===== config.mk =====
export PLATFORM = sky130hd
export DESIGN_NAME = lifo_ctrl
export DESIGN_NICKNAME = d
export VERILOG_FILES = /design/src/rtl/lifo_pkg.sv /design/src/rtl/lifo_ctrl.sv
export SDC_FILE = /design/constraint.sdc
export NUM_CORES = 1
export LEC_CHECK = 0
export CAP_MARGIN = 20
export CORE_MARGIN = 5
export CORE_UTILIZATION = 40
export CTS_CLUSTER_SIZE = 20
export DETAILED_ROUTE_END_ITERATION = 7
export PLACE_DENSITY = 0.83
export REMOVE_ABC_BUFFERS = 1
export SYNTH_ARGS = -nofsm -noshare
export SYNTH_HDL_FRONTEND = slang
export SYNTH_SLANG_ARGS = --single-unit

===== constraint.sdc =====
create_clock -name clk -period 3.3 [get_ports clk]
set_input_delay 0.825 -clock clk [delete_from_list [all_inputs] [get_ports clk]]
set_output_delay 0.825 -clock clk [all_outputs]
set_load 0.05 [all_outputs]

===== src/rtl/lifo_pkg.sv =====
// lifo_pkg: shared defaults, state encoding and parameter check for the LIFO stack controller
package lifo_pkg;
  localparam int DATA_W_DEF = 11;
  localparam int DEPTH_DEF = 15;
  typedef enum logic [1:0] {IDLE, POP_WAIT, POP_CAP} lifo_ctrl_state_t;
  function automatic bit pop_lat_ok(input int lat);
    return lat >= 1 && lat <= 3;
  endfunction
endpackage


===== src/rtl/lifo_ctrl.sv =====
// lifo_ctrl: turns a valid/ready push stream and pop requests into single-cycle stack strobes with occupancy and sticky error tracking
module lifo_ctrl
  import lifo_pkg::*;
#(
  parameter int DATA_W = DATA_W_DEF,
  parameter int DEPTH = DEPTH_DEF,
  parameter int POP_LAT = 1,
  localparam int CNT_W = $clog2(DEPTH + 1)
) (
  input  logic              clk,
  input  logic              rst,
  input  logic              push_valid,
  input  logic [DATA_W-1:0] push_data,
  output logic              push_ready,
  input  logic              pop_req,
  output logic              pop_ready,
  output logic [DATA_W-1:0] pop_data,
  output logic              pop_data_valid,
  output logic              stk_wr_en,
  output logic              stk_rd_en,
  output logic [DATA_W-1:0] stk_din,
  input  logic [DATA_W-1:0] stk_dout,
  output logic [CNT_W-1:0]  count,
  output logic              full,
  output logic              empty,
  output logic              ovf_err,
  output logic              unf_err,
  input  logic              err_clr
);
  lifo_ctrl_state_t state, state_nxt;
  logic [1:0] settle;
  logic idle, pop_go, push_go, ovf_set, unf_set;
  if (!pop_lat_ok(POP_LAT)) begin : g_bad_lat
    $error("lifo_ctrl: POP_LAT must be 1..3");
  end
  assign full = count == CNT_W'(DEPTH);
  assign empty = count == '0;
  always_comb begin
    idle = state == IDLE;
    pop_ready = idle && !empty;
    push_ready = idle && !full && !(pop_req && !empty);
    pop_go = pop_req && pop_ready;
    push_go = push_valid && push_ready;
    ovf_set = idle && push_valid && full;
    unf_set = idle && pop_req && empty;
    state_nxt = state == IDLE ? (pop_go ? POP_WAIT : IDLE) :
                state == POP_WAIT ? (settle == '0 ? POP_CAP : POP_WAIT) : IDLE;
  end
  always_ff @(posedge clk or posedge rst)
    if (rst) state <= IDLE;
    else state <= state_nxt;
  always_ff @(posedge clk or posedge rst)
    if (rst) begin
      count <= '0;
      settle <= '0;
      stk_wr_en <= 1'b0;
      stk_rd_en <= 1'b0;
      stk_din <= '0;
      pop_data <= '0;
      pop_data_valid <= 1'b0;
      ovf_err <= 1'b0;
      unf_err <= 1'b0;
    end else begin
      count <= push_go ? count + 1'b1 : pop_go ? count - 1'b1 : count;
      settle <= pop_go ? 2'(POP_LAT - 1) : (state == POP_WAIT && settle != '0) ? settle - 2'd1 : settle;
      stk_wr_en <= push_go;
      stk_rd_en <= pop_go;
      stk_din <= push_go ? push_data : stk_din;
      pop_data <= state == POP_CAP ? stk_dout : pop_data;
      pop_data_valid <= state == POP_CAP;
      ovf_err <= ovf_set || (ovf_err && !err_clr);
      unf_err <= unf_set || (unf_err && !err_clr);
    end
endmodule


==> flow_summary_export.csv <==
group,metric,value,unit
status,status,"finished clean",
timing,hold_viol,0,
timing,final.setup.worst_slack,0.327,ns
yosys,netlist_top_cells_area,"dfrtp_1 (59%), nand2_1 (8.7%), mux2_2 (8.4%)",
routing,dr_total_vias,1134,
yosys,yosys.area.top_type_share,0.594,
yosys,synth_warnings,0,
timing,clock.fmax,0.336,GHz
place,dp_hpwl,2.65,mm
global_route,grt_max_degree,36,
place,dp_slack,0.394,ns
routing,vias_per_cell,4.76,
yosys,syn_area,1470,sq um
timing,tns,0,ns
routing,drc,0,
yosys,synth_cells,123,
clock_network,numCtsBuffers,5,
flow_run,drv_cap,0,
timing,min_period,2.97,ns
cells_and_area,fin_area,2230,sq um
critical_path,crit_path_start,"count[0]",
die,core,3610,sq um
clock_network,max-clock-path-buffers,2,
clock_network,cts_resized,0,
yosys,avgSynthCellArea,12.0,sq um
cells_and_area,multi_input_area,561,sq um
cells_and_area,synthToLayoutAreaGrowth,51.4,%
critical_path,worst_ep_required_time,2.47,ns
routing,dr.first_iter.drc_count,58,
critical_path,end_kind,"output port",
clock_network,cts.sinks,35,
critical_path,ff2ff_setup_slack,0.84,ns
clock_network,tritoncts,"yes",
cells_and_area,fillers,288,
clock_network,clk_latency,0.28,ns
timing,maxSlewViolCount,0,
cells_and_area,antennaDiodeCount,0,
cells_and_area,seq_area,876,sq um
die,top_level_ports,62,
critical_path,crit_type,"register to output port",
timing,tightest_slew,0.920,ns
die,die_w,70.7,um
timing,min_period_over_period,0.901,
critical_path,crit_arrival,2.15,ns
critical_path,crit_end,"empty",
routing,wl,3.44,mm
global_route,grt_pass1_vias,1207,
die,die-area,5000,sq um
clock_network,cts-htree-levels,2,
timing,setup_viol,0,
global_route,grtUsageTotal,0.147,
global_route,grt_pass1_wl,5.80,mm
critical_path,rr_worst_depth,7,
yosys,yosys.area.top_type,"dfrtp_1",
die,chipHeight,70.7,um
place,dpl_cell_area,2140,sq um
timing,skew,0.00450,ns
yosys,synth_cell_type_count,32,
cells_and_area,drive_gt1_frac,0.168,
place,io_buffers,61,
global_route,grt_antenna_before_repair,0,
cells_and_area,nNetsFinal,221,
clock_network,holdBufCountCts,0,
critical_path,cp-start-kind,"register",
critical_path,crit_fanout,8,
critical_path,crit-reg2reg-launch,"count[0]",
critical_path,r2r-end,"count[3]",
die,start_util,0.409,
timing,relSlewSlack,0.385,
hold_path,min_path_type,"register to register",
timing,rsz0062_at_grt,"false",
clock_network,post-cts-setup-buffers,0,
yosys,ys_seq_area_frac,0.594,
global_route,grt_overflow,0,
clock_network,cts-root-buf,"clkbuf_8",
yosys,synth_seq_cells,35,
place,routabilityCongestion,0.784,
routing,dr.pass1.iters,4,
die,num_rows,22,
clock_network,clk_pin_slew,0.07,ns
routing,ant_nets,0,
routing,routedWlPerCell,14.5,um
worst min path at each step:
stage | startpoint | endpoint | slack (ns) | depth (start not counted)
after floorplan | settle[0] | settle[0] | 0.51 | 2
after global placement | stk_din[0] | stk_din[0] | 0.47 | 2
after detailed placement | stk_din[9] | stk_din[9] | 0.47 | 2
after CTS | stk_din[9] | stk_din[9] | 0.49 | 2
after global routing | stk_din[4] | stk_din[4] | 0.51 | 2
final | stk_din[2] | stk_din[2] | 0.49 | 2
synth_stat cells:
library cell	number
or3b_2	2
mux2_4	2
a211oi_1	1
and3_1	1
nor2_2	2
xnor2_1	1
nand2_1	34
fa_1	1
dfrtp_1	35
o41ai_2	1
nor2b_1	1
xor2_1	1
ha_1	3
or2_2	1
a32o_1	1
a21o_1	1
nor3_1	1
nor3b_1	1
o22ai_1	1
nor2_1	3
and3b_1	1
o2bb2ai_1	1
nand4_2	1
clkinv_2	1
nor4_2	1
clkbuf_1	1
inv_1	5
a21oi_1	1
buf_2	2
nand4_1	1
mux2_2	11
mux2i_1	3
cells by family after synthesis:
group                    after synthesis  synth area share
XOR/XNOR                               2            0.0119
AO/OA/AOI/OAI                          7            0.0416
flip-flops                            35             0.594
AND/OR/NAND/NOR                       50             0.163
adder cells (fa/ha/maj)                4            0.0391
multiplexers                          16             0.125
buffers and inverters                  9            0.0255
routing by layer:
layer  up-vias  wire (um)  track usage
met5         -          0            0
met2        46       1810        0.253
met4         0         57       0.0752
li1        540          -            -
met1       543       1320        0.161
met3         5        258       0.0483
sequential cells by signal, summed over array words and instances (netlist names), 2 cells and up:
signal,cells
settle,2
pop_data,11
stk_din,11
count,4
state,2
metrics by stage:
stage                     utilization  instances  hold slack, ns
after global routing            0.619        238           0.514
after floorplan                     -        120           0.510
after global placement          0.594        231           0.466
after detailed placement        0.594        231           0.466
after CTS                       0.619        238           0.492
final                           0.619        238           0.487
cell usage in the layout, fill, tap and decap left out, types with 2 or more instances in the layout:
cell             instances
or3b_2                   2
clkdlybuf4s50_1         60
mux2i_1                  3
nand2_1                 34
dfrtp_1                 35
buf_4                    3
nor2_2                   2
nor2_1                   3
mux2_2                  11
ha_1                     3
clkbuf_8                 6
mux2_4                   2
clkinv_2                 2
inv_1                    5
worst max-delay path, stage by stage (launching register included):
cell             delay (ns)
dfrtp_1                0.48
nor4_2                 0.49
clkdlybuf4s50_1        0.90
cell type report:
type                            instances  share of cell area
Inverter                                6              0.0107
Multi-Input combinational cell         79               0.251
Sequential cell                        35               0.393
Clock inverter                          1             0.00224
Tap cell                               48              0.0269
Timing Repair Buffer                   63               0.279
Clock buffer                            6              0.0370
Power is left out: the tool's default activity adds up to more than one toggle a clock period on the data nets, which glitch-free logic cannot reach.
